## src/rtl/tmac_pkg.sv

```systemverilog
`default_nettype none
// ============================================================================
// Module : tmac_pkg
// Brief  : Shared state encoding and default sizing for the tMAC sequencer.
// Rev    : 1.0
// ============================================================================
package tmac_pkg;

    localparam int c_N_TERMS = 16;
    localparam int c_DW      = 8;
    localparam int c_ACCW    = 12;

    typedef enum logic [2:0] {
        ST_IDLE  = 3'd0,
        ST_FETCH = 3'd1,
        ST_LOAD  = 3'd2,
        ST_ARM   = 3'd3,
        ST_RUN   = 3'd4,
        ST_DONE  = 3'd5
    } tmac_state_e;

endpackage : tmac_pkg
`default_nettype wire

```

## src/rtl/tmac_acc.sv

```systemverilog
`default_nettype none
// ============================================================================
// Module : tmac_acc
// Brief  : Unsigned bit-count accumulator (clear, enable, 1-bit increment).
// Rev    : 1.0
// ============================================================================
module tmac_acc
    import tmac_pkg::*;
#(
    parameter int ACCW = c_ACCW
) (
    input  logic            clk,
    input  logic            rst,
    input  logic            i_clr,
    input  logic            i_en,
    input  logic            i_inc,
    output logic [ACCW-1:0] o_acc
);

    logic [ACCW-1:0] r_acc;

    // Width is sized so the count can never wrap; no saturation needed.
    always_ff @(posedge clk or posedge rst) begin
        if (rst) begin
            r_acc <= '0;
        end else if (i_clr) begin
            r_acc <= '0;
        end else if (i_en && i_inc) begin
            r_acc <= r_acc + ACCW'(1);
        end
    end

    assign o_acc = r_acc;

endmodule : tmac_acc
`default_nettype wire

```

## src/rtl/tmac_seq_ctrl.sv

```systemverilog
`default_nettype none
// ============================================================================
// Module : tmac_seq_ctrl
// Brief  : Sequences N_TERMS operand pairs through a tMUL, accumulating oC.
// Rev    : 1.0
// ============================================================================
module tmac_seq_ctrl
    import tmac_pkg::*;
#(
    parameter int N_TERMS = c_N_TERMS,
    parameter int DW      = c_DW,
    parameter int ACCW    = c_ACCW
) (
    input  logic            clk,
    input  logic            rst,
    input  logic            start,
    output logic            busy,
    input  logic            op_valid,
    input  logic [DW-1:0]   op_a,
    input  logic [DW-1:0]   op_b,
    output logic            op_ready,
    output logic [DW-1:0]   mul_a,
    output logic [DW-1:0]   mul_b,
    output logic            mul_loadA,
    output logic            mul_loadB,
    input  logic            mul_oC,
    input  logic            mul_stop,
    output logic            rng_clr,
    output logic            rng_en,
    output logic            res_valid,
    output logic [ACCW-1:0] res_data,
    input  logic            res_ready
);

    localparam int c_CNTW = $clog2(N_TERMS + 1);

    tmac_state_e       r_state;
    tmac_state_e       w_state_nxt;
    logic [c_CNTW-1:0] r_term_cnt;
    logic [DW-1:0]     r_mul_a;
    logic [DW-1:0]     r_mul_b;
    logic              r_load;
    logic              r_res_valid;

    logic              w_clear;
    logic              w_accept;
    logic              w_term_done;
    logic              w_last;
    logic              w_acc_en;

    assign w_clear     = (r_state == ST_IDLE) && start;
    assign w_accept    = (r_state == ST_FETCH) && op_valid;
    assign w_term_done = (r_state == ST_RUN) && mul_stop;
    assign w_last      = (r_term_cnt == c_CNTW'(N_TERMS - 1));
    assign w_acc_en    = (r_state == ST_RUN) && !mul_stop;

    always_ff @(posedge clk or posedge rst) begin
        if (rst) begin
            r_state <= ST_IDLE;
        end else begin
            r_state <= w_state_nxt;
        end
    end

    // ARM exists because the multiplier reports stop for one cycle after load.
    always_comb begin
        w_state_nxt = r_state;
        op_ready    = 1'b0;
        rng_en      = 1'b0;
        busy        = 1'b1;
        case (r_state)
            ST_IDLE: begin
                busy = 1'b0;
                if (start) w_state_nxt = ST_FETCH;
            end
            ST_FETCH: begin
                op_ready = 1'b1;
                if (op_valid) w_state_nxt = ST_LOAD;
            end
            ST_LOAD: w_state_nxt = ST_ARM;
            ST_ARM:  w_state_nxt = ST_RUN;
            ST_RUN: begin
                if (mul_stop) begin
                    w_state_nxt = w_last ? ST_DONE : ST_FETCH;
                end else begin
                    rng_en = 1'b1;
                end
            end
            ST_DONE: begin
                if (res_ready) w_state_nxt = ST_IDLE;
            end
            default: begin
                w_state_nxt = ST_IDLE;
                busy        = 1'b0;
            end
        endcase
    end

    // Strobes are registered from the transition into LOAD/DONE so they
    // line up exactly with the state they belong to.
    always_ff @(posedge clk or posedge rst) begin
        if (rst) begin
            r_term_cnt  <= '0;
            r_mul_a     <= '0;
            r_mul_b     <= '0;
            r_load      <= 1'b0;
            r_res_valid <= 1'b0;
        end else begin
            r_load      <= w_accept;
            r_res_valid <= (w_state_nxt == ST_DONE);
            if (w_accept) begin
                r_mul_a <= op_a;
                r_mul_b <= op_b;
            end
            if (w_clear) begin
                r_term_cnt <= '0;
            end else if (w_term_done) begin
                r_term_cnt <= r_term_cnt + c_CNTW'(1);
            end
        end
    end

    tmac_acc #(
        .ACCW (ACCW)
    ) u_acc (
        .clk   (clk),
        .rst   (rst),
        .i_clr (w_clear),
        .i_en  (w_acc_en),
        .i_inc (mul_oC),
        .o_acc (res_data)
    );

    assign mul_a     = r_mul_a;
    assign mul_b     = r_mul_b;
    assign mul_loadA = r_load;
    assign mul_loadB = r_load;
    assign rng_clr   = r_load;
    assign res_valid = r_res_valid;

endmodule : tmac_seq_ctrl
`default_nettype wire

```

## config.mk

```make
export PLATFORM = sky130hd
export DESIGN_NAME = tmac_seq_ctrl
export DESIGN_NICKNAME = d
export VERILOG_FILES = /design/src/rtl/tmac_pkg.sv /design/src/rtl/tmac_acc.sv /design/src/rtl/tmac_seq_ctrl.sv
export SDC_FILE = /design/constraint.sdc
export NUM_CORES = 1
export LEC_CHECK = 0
export CORE_MARGIN = 10
export CORE_UTILIZATION = 46
export DETAILED_ROUTE_END_ITERATION = 12
export PLACE_DENSITY_LB_ADDON = 0.25
export SETUP_SLACK_MARGIN = 0.1
export SLEW_MARGIN = 30
export SYNTH_ARGS = -nofsm -noshare
export SYNTH_HDL_FRONTEND = slang
export SYNTH_HIERARCHICAL = 1
export SYNTH_SLANG_ARGS = --single-unit
```

## constraint.sdc

```tcl
create_clock -name clk -period 2.2 [get_ports clk]
set_clock_uncertainty 0.05 [all_clocks]
set_input_delay 0.66 -clock clk [delete_from_list [all_inputs] [get_ports clk]]
set_output_delay 0.66 -clock clk [all_outputs]
set_load 0.05 [all_outputs]
```

==> impl_metrics.yaml <==
setup_path:
  worstSetupStartpointType: "input port"
  crit_fanout: 2
  end_kind: "output port"
  critPathKind: "input port to output port"
  worstPathArrival_ns: 1.33
  required_ns: 1.49
  cp_cell_sequence: "dlygate4sd2_1 > inv_1 > and3_4 > buf_12"
  slowest_delay_ns: 0.24
  slowest_stage: "dlygate4sd2_1"
cells_and_area:
  multi_input_area_um2: 816
  drive_above_1_share_pct: 30.8
  antenna_cells: 0
  final_common_cell: "buf_4"
  final_cell_mix: "buf_4 (44), dfrtp_1 (38), clkdlybuf4s50_1 (21)"
  final_nets: 263
  seq_area_um2: 951
  fill_cells: 292
  area_delta_synth_final_pct: 40.1
floorplanning:
  die_area_um2: 6880
  fp-row-count: 22
  initial_utilization_pct: 48.7
  die_x_um: 83.0
  die_h_um: 83.0
  core_area_um2: 3740
  io_pins: 58
timing:
  period_share_pct: 92.7
  finalSetupViolations: 0
  slew_viol_final: 0
  min_period_ns: 2.04
  relSlewSlack_pct: 58.1
  max_freq_mhz: 490
  holdWs_ns: 0.442
  final_hold_viol_count: 0
  rsz0062_at_grt: "true"
  worst_slew_pin_slew_ns: 0.621
  fin_ws_ns: 0.161
route:
  route.detailed.drc: 0
  drt_wl_total_um: 4600
  avgRoutedWirePerCell_um: 16.1
  drt_iter0_drc: 22
  antenna_left: 0
  avgViaCountPerCell: 5.38
  vias: 1533
  firstDrtPassIters: 4
synth:
  yosys.area_share.simple_pct: 19.1
  ys_seq_elements: 38
  synth.mux.area_fraction_pct: 11.1
  syn-instance-count: 167
  synth_fa_ha_area_share_pct: 2.06
  synth.avg_cell_area_um2: 10.9
  ys_async_sr_fraction_pct: 100
  synth_xor_area_share_pct: 0.960
  synth_edf_count: 0
  synth_compound_area_share_pct: 10.3
  synth_warnings: 6
  synth_ff_type: "dfrtp_1"
  syn_nets: 193
  yosysUniqueCellTypes: 33
  seq_area_frac_synth_pct: 52.1
  synth_top_family_by_area: "simple AND/OR/NAND/NOR gates"
  syn_area_um2: 1820
grt:
  grt_pass1_wl_um: 7490
  grt_max_degree: 27
  grt.overflow.total: 0
  first_global_vias: 1515
  antenna_found_initial: 0
  grt_use_total_pct: 12.6
place:
  dpl.hpwl_um: 3560
  portBuffers: 57
  post-place-ws_ns: -0.183
  gp_congestion: 0.876
power_and_ir_drop:
  leakage_nw: 1.17
  ir_worst_vdd_uv: 1010
  power-per-cell-area_nw_per_um2: 1360
clock_tree:
  clock_path_buffers: 2
  cts_buffers: 5
  cts_tree: "built"
  hold_buffers: 0
  cts.reportedPaths.clkPinSlew_ns: 0.07
  clk_latency_ns: 0.29
  cts-root-buf: "clkbuf_8"
  h-tree-depth: 2
  cts.sinks: 38
status:
  outcome: "complete, no violations"
min_path:
  hold_path_class: "flop to flop"
run:
  cap_violations: 0
[worst max-delay path: cells and delay by family]
family	cells	cell delay, ns
buffers and inverters	3	0.46
and+or+nand+nor	1	0.21
[report_power, final]
group | total, mW | internal, mW | switching [mW]
sequential | 1.05 | 0.916 | 0.135
combinational | 1.98 | 0.704 | 1.27
clock | 0.442 | 0.212 | 0.230
[routing by layer]
layer	track usage, %	part of all wire [%]
met5	0	0
met2	19.9	47
met3	4.98	6.3
met4	3.69	1.2
met1	15.5	45
[through the flow]
stage          utilization, %  std cells  TNS (ns)  cell area, µm²  total power, mW
6_report                 68.3        285         0            2560             3.47
3_5_place_dp             65.4        276     -1.09            2450             3.02
5_1_grt                  68.3        285         0            2560             3.65
2_1_floorplan               -        167         0            1830             2.35
4_1_cts                  67.7        284         0            2530             3.47
3_3_place_gp             65.4        276    -0.794            2450             2.95
[synth_stat cells (4+ instances only)]
master / instances / share of area, %
dfrtp_1: 38 / 52
mux2_2: 9 / 5.6
nand4_1: 4 / 1.4
o21ai_0: 12 / 3.3
nand2_1: 13 / 2.7
and3_1: 5 / 1.7
inv_1: 8 / 1.6
nor2_1: 7 / 1.4
a21oi_1: 16 / 4.4
mux2_1: 9 / 5.6
nor4_1: 4 / 1.4
nand3_1: 4 / 1.1
[path summary, 6_finish.rpt]
kind                             endpoint  slack, ns  cells after the start       start
max in group asynchronous  u_acc/o_acc[9]       1.09                      2         rst
setup reg to reg           u_acc/o_acc[8]       0.25                      6  r_state[1]
hold reg to reg                  mul_b[7]       0.44                      1    mul_b[7]
setup / recovery                   rng_en       0.16                      4    mul_stop
min in group asynchronous  u_acc/o_acc[5]       0.68                      2         rst
hold / removal                   mul_b[7]       0.44                      1    mul_b[7]
[cell families after synthesis]
kind of cell / count (synthesis)
buf+inv: 15
xor+xnor: 2
flops: 38
simple gates: 57
fa+ha+maj: 3
compound gates: 34
mux: 18
[final cells by class]
type	instances	share of cell area, %
clock inverters	2	0.392
flip-flops and latches	38	37.2
inverters	8	1.17
clock buffers	5	2.69
repair buffers	70	24.3
multi-input cells	114	31.9
well taps	48	2.35
[what timing repair did]
item / in CTS / in global routing
gates cloned: 0 / 0
setup buffers: 1 / 1
gates resized for setup: 2 / 3
endpoints found under the setup margin: 2 / 5
pin swaps: 0 / 1
[registers in the layout (all words and copies together) (netlist names)]
name	count
u_acc/o_acc	12
mul_loadA	1
r_state	3
mul_a	8
res_valid	1
mul_b	8
r_term_cnt	5
(Power assumes the default switching activity.)
